## config.mk

```make
export PLATFORM = sky130hd
export DESIGN_NAME = iob_cache_rep_ctrl
export DESIGN_NICKNAME = d
export VERILOG_FILES = /design/src/rtl/iob_cache_rep_ctrl_pkg.sv /design/src/rtl/iob_cache_rep_ctrl_sweep.sv /design/src/rtl/iob_cache_rep_ctrl.sv
export VERILOG_INCLUDE_DIRS = /design/src /design/src/rtl
export SDC_FILE = /design/constraint.sdc
export NUM_CORES = 1
export LEC_CHECK = 0
export CORE_MARGIN = 3
export CORE_UTILIZATION = 35
export CTS_CLUSTER_SIZE = 8
export DETAILED_ROUTE_END_ITERATION = 8
export GPL_TIMING_DRIVEN = 0
export PLACE_DENSITY = 0.84
export SYNTH_ARGS = -nofsm -noshare
export SYNTH_HDL_FRONTEND = slang
export SYNTH_HIERARCHICAL = 1
export SYNTH_SLANG_ARGS = --single-unit
```

## constraint.sdc

```tcl
create_clock -name clk_i -period 2 [get_ports clk_i]
set_clock_uncertainty 0.05 [all_clocks]
set_input_delay 0.5 -clock clk_i [delete_from_list [all_inputs] [get_ports clk_i]]
set_output_delay 0.5 -clock clk_i [all_outputs]
set_load 0.005 [all_outputs]
```

## src/rtl/iob_cache_rep_ctrl.vh

```
// iob_cache_rep_ctrl.vh: shared 3-bit FSM state encodings for the replacement controller and its bench
`ifndef IOB_CACHE_REP_CTRL_VH
`define IOB_CACHE_REP_CTRL_VH
`define IOB_CACHE_REP_CTRL_ST_IDLE      3'd0
`define IOB_CACHE_REP_CTRL_ST_FILL_REQ  3'd1
`define IOB_CACHE_REP_CTRL_ST_FILL_WAIT 3'd2
`define IOB_CACHE_REP_CTRL_ST_COMMIT    3'd3
`define IOB_CACHE_REP_CTRL_ST_FLUSH     3'd4
`endif

```

## src/rtl/iob_cache_rep_ctrl_pkg.sv

```systemverilog
// iob_cache_rep_ctrl_pkg: FSM state type for iob_cache_rep_ctrl (FLUSH only with IOB_CACHE_REP_CTRL_FLUSH_EN)
`include "iob_cache_rep_ctrl.vh"
package iob_cache_rep_ctrl_pkg;
    localparam int ST_W = 3;
    typedef enum logic [ST_W-1:0] {
        ST_IDLE      = `IOB_CACHE_REP_CTRL_ST_IDLE,
        ST_FILL_REQ  = `IOB_CACHE_REP_CTRL_ST_FILL_REQ,
        ST_FILL_WAIT = `IOB_CACHE_REP_CTRL_ST_FILL_WAIT,
        ST_COMMIT    = `IOB_CACHE_REP_CTRL_ST_COMMIT
`ifdef IOB_CACHE_REP_CTRL_FLUSH_EN
        , ST_FLUSH   = `IOB_CACHE_REP_CTRL_ST_FLUSH
`endif
    } state_t;
endpackage

```

## src/rtl/iob_cache_rep_ctrl_sweep.sv

```systemverilog
// iob_cache_rep_ctrl_sweep: set counter for policy flush; ports clk_i/arst_n_i/cke_i, start_i (clear), step_i (advance), addr_o (current set), done_o (last set)
module iob_cache_rep_ctrl_sweep #(
    parameter int W = 4
) (
    input  logic         clk_i,
    input  logic         arst_n_i,
    input  logic         cke_i,
    input  logic         start_i,
    input  logic         step_i,
    output logic [W-1:0] addr_o,
    output logic         done_o
);
    logic [W-1:0] addr_q, addr_d;
    always_comb addr_d = start_i ? '0 : step_i ? addr_q + W'(1) : addr_q;
    always_ff @(posedge clk_i or negedge arst_n_i)
        if (!arst_n_i) addr_q <= '0;
        else if (cke_i) addr_q <= addr_d;
    assign addr_o = addr_q;
    assign done_o = &addr_q;
endmodule

```

## src/rtl/iob_cache_rep_ctrl.sv

```systemverilog
// iob_cache_rep_ctrl: cache replacement-policy controller (hit update, miss fill/commit, optional flush via IOB_CACHE_REP_CTRL_FLUSH_EN); ports: req_* access in, pol_* policy write out, fill_* back-end handshake, flush_i/busy_o
module iob_cache_rep_ctrl
    import iob_cache_rep_ctrl_pkg::*;
#(
    parameter int N_WAYS      = 8,
    parameter int SET_INDEX_W = 4,
    parameter int NWAYS_W     = $clog2(N_WAYS)
) (
    input  logic                   clk_i,
    input  logic                   arst_n_i,
    input  logic                   cke_i,
    input  logic                   req_valid_i,
    output logic                   req_ready_o,
    input  logic [SET_INDEX_W-1:0] req_addr_i,
    input  logic [N_WAYS-1:0]      way_hit_i,
    input  logic [NWAYS_W-1:0]     victim_bin_i,
    output logic                   pol_we_o,
    output logic [SET_INDEX_W-1:0] pol_addr_o,
    output logic [N_WAYS-1:0]      pol_way_hit_o,
    output logic                   pol_clr_o,
    output logic                   fill_valid_o,
    input  logic                   fill_ready_i,
    output logic [NWAYS_W-1:0]     fill_way_o,
    output logic [SET_INDEX_W-1:0] fill_addr_o,
    input  logic                   fill_done_i,
    input  logic                   flush_i,
    output logic                   busy_o
);
    state_t                   state_q, state_d;
    logic [SET_INDEX_W-1:0]   set_q, set_d;
    logic [NWAYS_W-1:0]       victim_q, victim_d;
    logic                     flush_pend_q;
`ifdef IOB_CACHE_REP_CTRL_FLUSH_EN
    logic                     flush_pend_d, sweep_start, sweep_done;
    logic [SET_INDEX_W-1:0]   sweep_addr;
    iob_cache_rep_ctrl_sweep #(.W(SET_INDEX_W)) u_sweep (
        .clk_i(clk_i), .arst_n_i(arst_n_i), .cke_i(cke_i),
        .start_i(sweep_start), .step_i(state_q == ST_FLUSH),
        .addr_o(sweep_addr), .done_o(sweep_done)
    );
    // a flush_i arriving on the entry cycle re-arms the pending flag for another sweep
    always_comb flush_pend_d = flush_i | (flush_pend_q & ~sweep_start);
    always_ff @(posedge clk_i or negedge arst_n_i)
        if (!arst_n_i) flush_pend_q <= 1'b0;
        else if (cke_i) flush_pend_q <= flush_pend_d;
`else
    logic unused_flush;
    assign unused_flush = flush_i;
    assign flush_pend_q = 1'b0;
`endif
    always_comb begin
        state_d       = state_q;
        set_d         = set_q;
        victim_d      = victim_q;
        req_ready_o   = 1'b0;
        pol_we_o      = 1'b0;
        pol_way_hit_o = '0;
        pol_clr_o     = 1'b0;
        pol_addr_o    = set_q;
        fill_valid_o  = 1'b0;
`ifdef IOB_CACHE_REP_CTRL_FLUSH_EN
        sweep_start   = 1'b0;
`endif
        case (state_q)
            ST_IDLE: begin
                req_ready_o = ~flush_pend_q;
                pol_addr_o  = req_addr_i;
`ifdef IOB_CACHE_REP_CTRL_FLUSH_EN
                if (flush_pend_q) begin
                    state_d     = ST_FLUSH;
                    sweep_start = 1'b1;
                end else
`endif
                if (req_valid_i) begin
                    if (|way_hit_i) begin
                        pol_we_o      = 1'b1;
                        pol_way_hit_o = way_hit_i;
                    end else begin
                        state_d  = ST_FILL_REQ;
                        set_d    = req_addr_i;
                        victim_d = victim_bin_i;
                    end
                end
            end
            ST_FILL_REQ: begin
                fill_valid_o = 1'b1;
                state_d      = fill_ready_i ? ST_FILL_WAIT : ST_FILL_REQ;
            end
            ST_FILL_WAIT: state_d = fill_done_i ? ST_COMMIT : ST_FILL_WAIT;
            ST_COMMIT: begin
                pol_we_o      = 1'b1;
                pol_way_hit_o = N_WAYS'(1) << victim_q;
                state_d       = ST_IDLE;
            end
`ifdef IOB_CACHE_REP_CTRL_FLUSH_EN
            ST_FLUSH: begin
                pol_we_o   = 1'b1;
                pol_clr_o  = 1'b1;
                pol_addr_o = sweep_addr;
                state_d    = sweep_done ? ST_IDLE : ST_FLUSH;
            end
`endif
            default: state_d = ST_IDLE;
        endcase
    end
    always_ff @(posedge clk_i or negedge arst_n_i)
        if (!arst_n_i) begin
            state_q  <= ST_IDLE;
            set_q    <= '0;
            victim_q <= '0;
        end else if (cke_i) begin
            state_q  <= state_d;
            set_q    <= set_d;
            victim_q <= victim_d;
        end
    assign fill_way_o  = victim_q;
    assign fill_addr_o = set_q;
    assign busy_o      = (state_q != ST_IDLE) | flush_pend_q;
endmodule
```

==> results.py, run 1 <==
metrics = {
    "run_status": {
        "outcome": "finished, violations left",
        "violations": "negative setup slack",
    },
    "power": {
        "p_total_uw": 1310,
        "leakage_uw": 0.000608,
        "vdd_drop_max_uv": 743,
        "p_per_area_nw_per_um2": 1000,
    },
    "finish": {
        "drive_gt1_share_pct": 46.6,
        "antenna_cells": 0,
        "area_growth_pct": 86.3,
        "final_common_cell": "clkdlybuf4s50_1",
        "fin_util_pct": 72.7,
        "nFillCells": 132,
        "nets": 159,
        "mostFrequentLayoutCells": "19 x clkdlybuf4s50_1, 13 x buf_2, 9 x mux2_2, 9 x buf_4, 9 x dfrtp_1",
    },
    "global_routing": {
        "grt_max_degree": 10,
        "gr-total-overflow": 0,
        "grt_pass1_wl_mm": 3.84,
        "antenna_found_initial": 0,
        "grt_pass1_vias": 823,
        "grt_usage_pct": 19.4,
    },
    "clock_tree": {
        "cts-root-buf": "clkbuf_4",
        "cts_buffer_depth": 2,
        "insertion_delay_ps": 250,
        "htreeDepth": 1,
        "cts_buffers": 3,
        "cts_tree": "built",
        "clock_sinks": 9,
        "clk_pin_slew_worst_paths_ps": 60,
    },
    "logic_synthesis": {
        "yosysSeqAreaShare_pct": 32.0,
        "synth_area_um2": 703,
        "synth_cells": 74,
        "synth_top_area_share_pct": 32.0,
        "synth_fp_nets": 101,
        "yosys.area_share.simple_pct": 19.6,
        "synth.avg_cell_area_um2": 9.50,
        "synth_compound_area_share_pct": 14.6,
        "yosysTopAreaCell": "dfrtp_1",
        "synth_top_family_by_area": "simple AND/OR/NAND/NOR gates",
        "synthXorXnorAreaFrac_pct": 0,
        "synth_area_leaders": "dfrtp_1 32%, mux2_2 19%, ha_1 8.9%",
        "synth_cell_types": 26,
        "ys_ff_latch": 9,
        "synth_warnings": 6,
        "synthAdderAreaFrac_pct": 8.90,
        "muxShareOfSynthArea_pct": 19.2,
    },
    "timing": {
        "hold_violations": 0,
        "finalSetupViolCount": 12,
        "fmax_mhz": 465,
        "setup_slack_ps": -152,
        "slew_viol_final": 0,
        "finalSetupTns_ps": -1190,
        "min_period_ps": 2150,
        "maxSlewHeadroom_pct": 55.8,
        "period_share_pct": 108,
        "rsz0062_at_grt": "true",
        "tightest_slew_ps": 658,
    },
    "setup_path": {
        "cp-endpoint": "pol_way_hit_o[6]",
        "reg2reg_from": "state_q[0]$_DFFE_PN0P_",
        "end_kind": "output pin",
        "r2r_cells": 9,
        "arrival_ps": 1600,
        "critical_path_peak_fanout": 6,
        "cp-start-kind": "register",
        "worst-setup-path-type": "register to output pin",
        "regToRegEndpoint": "fill_addr_o[2]$_DFFE_PN0P_",
        "r2r_setup_slack_ps": 110,
        "crit_path_start": "state_q[0]$_DFFE_PN0P_",
        "worstPathRequired_ps": 1450,
    },
    "placed_design": {
        "io_buffer_count": 43,
        "hpwlAfterDp_mm": 1.53,
        "place_congestion": 0.775,
    },
    "drt": {
        "dr.pass1.iters": 4,
        "ant_nets": 0,
        "vias": 843,
        "drc": 0,
        "viasPerCell": 5.40,
        "drt_iter0_markers": 19,
        "wl_mm": 2.33,
        "post_drt_wl_per_cell_um": 14.9,
    },
    "hold_path": {
        "hp-class": "primary input to async pin",
    },
    "floorplanning": {
        "placeableCoreArea_um2": 1800,
        "die_h_um": 50.8,
        "start_util_pct": 39.0,
        "die-area_um2": 2580,
        "num_rows": 15,
        "io_pins": 46,
        "die_x_um": 50.8,
    },
    "job": {
        "cap_viol_max_count": 0,
    },
}
-- power by group --
part | switching, µW | leakage (µW) | total, µW | internal (µW)
clock | 54.3 | 0.0000150 | 131 | 76.3
combinational | 431 | 0.000471 | 956 | 525
sequential | 20.8 | 0.000122 | 227 | 206
total | 506 | 0.000608 | 1310 | 808
-- worst max-delay path, cell delays in order (launching register included) --
cell and delay [ps]:
dfrtp_1 370, inv_2 60, ha_4 160, buf_8 120, and2_4 140, buf_6 120, a32oi_1 170, nor2_1 70
buf_2 140
-- Yosys cell counts --
cell       number
a21oi_1         2
a41oi_1         1
clkbuf_2        1
a2bb2oi_1       1
inv_1           4
a22oi_1         3
a31oi_1         2
or4_1           2
nor2_1          8
nor4_1          2
dfrtp_1         9
nand4_2         1
ha_1            5
a32oi_1         4
conb_1          1
buf_1           1
mux2_2         12
o21ai_0         1
nand4_1         2
and2_1          1
nand2b_1        1
nand2_1         3
or3_1           1
buf_4           1
buf_2           1
nor2b_1         4
-- flip-flops by register name (all words and copies together) (netlist names) --
signal / cells
fill_addr_o: 4
fill_way_o: 3
state_q: 2
-- metrics by stage --
stage                     setup WS (ps)  instances  hold slack, ps  area [µm²]
final                              -152        156             488        1310
after detailed placement           -746        142             477        1160
after global routing               -228        156             502        1310
after global placement             -748        142             459        1160
after floorplan                    58.6         74             154         703
after CTS                          -148        154             494        1260
-- area by class of cell --
class,instances,area (µm²),area share (%)
timing repair buffer,53,442,33.7
clock buffer,4,26.3,2.01
tap,25,31.3,2.39
buffer,4,37.5,2.87
multi-input combinational,57,533,40.7
inverter,4,15.0,1.15
sequential,9,225,17.2
-- worst min-delay path by stage --
stage / start / endpoint / slack, ps / cells after the start
after floorplan: arst_n_i / fill_addr_o[0]$_DFFE_PN0P_ / 150 / 0
after global placement: fill_addr_o[2]$_DFFE_PN0P_ / fill_addr_o[2]$_DFFE_PN0P_ / 460 / 1
after detailed placement: fill_addr_o[3]$_DFFE_PN0P_ / fill_addr_o[3]$_DFFE_PN0P_ / 480 / 1
after CTS: fill_addr_o[3]$_DFFE_PN0P_ / fill_addr_o[3]$_DFFE_PN0P_ / 490 / 1
after global routing: arst_n_i / fill_addr_o[3]$_DFFE_PN0P_ / 500 / 1
final: arst_n_i / fill_addr_o[1]$_DFFE_PN0P_ / 490 / 1
-- per-layer routing --
metal  up-vias  track usage [%]  part of all wire, %
li1        396                -                    -
met1       400             20.8                   38
met2        39             37.0                   54
met3         8             3.79                  6.6
met4         0             7.62                  1.9
met5         -                0                    0
-- kinds of logic after synthesis --
group / count (synthesis)
buf+inv: 8
fa+ha+maj: 5
flops: 9
mux: 12
compound gates: 14
simple gates: 25
other cells: 1
-- what timing repair did --
| action | CTS | global route |
|---|---|---|
| pin swaps | 10 | 7 |
| buffers inserted | 7 | 2 |
| gates cloned | 1 | 0 |
| hold buffers | 0 | 0 |
| endpoints found under the hold margin | 0 | 0 |
| endpoints found under the setup margin | 23 | 13 |
| resized for setup | 101 | 7 |
(Power assumes the default switching activity.)
==> run 2: changes to the inputs <==
--- a/config.mk
+++ b/config.mk
@@ -10,8 +10,8 @@
 export CORE_UTILIZATION = 35
 export CTS_CLUSTER_SIZE = 8
 export DETAILED_ROUTE_END_ITERATION = 8
-export GPL_TIMING_DRIVEN = 0
 export PLACE_DENSITY = 0.84
+export SLEW_MARGIN = 25
 export SYNTH_ARGS = -nofsm -noshare
 export SYNTH_HDL_FRONTEND = slang
 export SYNTH_HIERARCHICAL = 1
==> results.py, run 2 (synthesized netlist as in run 1, its figures left out) <==
metrics = {
    "job": {
        "cap_viol_max_count": 0,
    },
    "setup_path": {
        "cp_common_cell": "buf_6",
        "worst-path-buf-inv": 4,
        "critPathTopFamily": "buffers and inverters",
        "arrival_ps": 1530,
        "crit_slowest_cell": "dfrtp_1",
        "worstPathRequired_ps": 1450,
        "slowest_delay_ps": 390,
        "critical_path_peak_fanout": 7,
        "regToRegEndpoint": "fill_addr_o[2]$_DFFE_PN0P_",
        "r2r_setup_slack_ps": 320,
        "end_kind": "output pin",
        "cp-start-kind": "register",
        "cp_cell_sequence": "inv_2, ha_4, buf_6, buf_6, mux2_4, buf_6",
        "reg2reg_from": "state_q[0]$_DFFE_PN0P_",
        "r2r_cells": 6,
        "worst-setup-path-type": "register to output pin",
    },
    "finish": {
        "area_growth_pct": 98.2,
        "largest_reg_flops": 4,
        "final_common_cell": "buf_4",
        "drive_gt1_share_pct": 52.1,
        "mostFrequentLayoutCells": "19 x buf_4, 18 x clkdlybuf4s50_1, 13 x buf_2",
        "antenna_cells": 0,
        "nets": 170,
    },
    "floorplanning": {
        "start_util_pct": 39.0,
        "die_x_um": 50.8,
        "die-area_um2": 2580,
        "io_pins": 46,
        "die_h_um": 50.8,
        "num_rows": 15,
        "placeableCoreArea_um2": 1800,
    },
    "placed_design": {
        "hpwlAfterDp_mm": 1.84,
        "dpl_worst_slack_ps": -730,
        "place_congestion": 0.874,
        "io_buffer_count": 43,
    },
    "timing": {
        "period_share_pct": 104,
        "slew_viol_final": 0,
        "rsz0062_at_grt": "true",
        "setup_slack_ps": -78.3,
        "min_period_ps": 2080,
        "hold_violations": 0,
        "finalSetupViolCount": 12,
        "fmax_mhz": 481,
        "finalSetupTns_ps": -412,
    },
    "power": {
        "p_total_uw": 1370,
        "leakage_uw": 0.000677,
        "vdd_drop_max_uv": 842,
        "p_per_area_nw_per_um2": 980,
    },
    "clock_tree": {
        "cts_tree": "built",
        "cts_buffer_depth": 2,
        "clock_sinks": 9,
        "ctsHoldBuffers": 0,
        "clk_pin_slew_worst_paths_ps": 60,
        "cts-root-buf": "clkbuf_4",
        "cts_buffers": 3,
        "insertion_delay_ps": 260,
        "htreeDepth": 1,
    },
    "global_routing": {
        "grt_usage_pct": 21.5,
        "antenna_found_initial": 0,
        "gr-total-overflow": 0,
        "grt_pass1_vias": 943,
        "grt_max_degree": 10,
        "grt_pass1_wl_mm": 4.24,
    },
    "run_status": {
        "violations": "negative setup slack",
        "outcome": "finished, violations left",
    },
    "drt": {
        "ant_nets": 0,
        "wl_mm": 2.61,
        "viasPerCell": 5.27,
        "post_drt_wl_per_cell_um": 15.6,
        "drt_iter0_markers": 18,
        "dr.pass1.iters": 4,
        "drc": 0,
        "vias": 880,
    },
    "hold_path": {
        "hp-class": "primary input to async pin",
    },
}
==> run 2: through the flow <==
step	instances	cell area, µm²	hold WS (ps)	utilization, %
after CTS	167	1380	492	76.8
after floorplan	74	703	154	-
after detailed placement	158	1290	479	71.8
after global routing	167	1390	499	77.4
after global placement	158	1290	460	71.8
final	167	1390	486	77.4
==> run 2: cell type report <==
| class | count | area, µm² |
|---|---|---|
| repair buffers | 68 | 562 |
| multi-input cells | 57 | 534 |
| fillers | 139 | 408 |
| flip-flops and latches | 9 | 225 |
| well taps | 25 | 31.3 |
| clock buffers | 4 | 26.3 |
| inverters | 4 | 15.0 |
==> run 2: timing repair <==
item                       CTS  global route
pin swaps                   16             7
setup endpoints to repair   23            14
gates cloned                 0             0
buffers inserted             5             0
resized for setup          102             5
==> run 2: worst max-delay path by stage <==
stage                                start            end  slack, ps  depth (start not counted)
floorplan           state_q[0]$_DFFE_PN0P_       pol_we_o         60                          7
global placement              way_hit_i[0]       pol_we_o       -700                          5
detailed placement            way_hit_i[0]       pol_we_o       -730                          5
CTS                           way_hit_i[6]       pol_we_o        -80                          5
global route        state_q[0]$_DFFE_PN0P_  pol_addr_o[3]       -160                          6
finish              state_q[0]$_DFFE_PN0P_  pol_addr_o[3]        -80                          6
==> run 2: power by group <==
part | switching, µW | internal, µW | leakage [µW]
clock network | 60.8 | 76.7 | 0.0000150
registers | 18.5 | 206 | 0.000122
logic | 441 | 563 | 0.000540
total | 520 | 846 | 0.000677
==> run 2: metal layers <==
| layer | track usage (%) | up-vias | part of all wire [%] |
|---|---|---|---|
| met2 | 40.9 | 32 | 53 |
| li1 | - | 415 | - |
| met3 | 3.79 | 2 | 5.6 |
| met5 | 0 | - | 0 |
| met1 | 24.0 | 431 | 40 |
| met4 | 6.28 | 0 | 0.73 |
==> run 2: worst register-to-register path, stage by stage (launching register included) <==
cell     delay [ps]
dfrtp_1         390
inv_2           100
ha_4            150
and2_4          170
buf_6           110
nand4_2         240
mux2_2          360
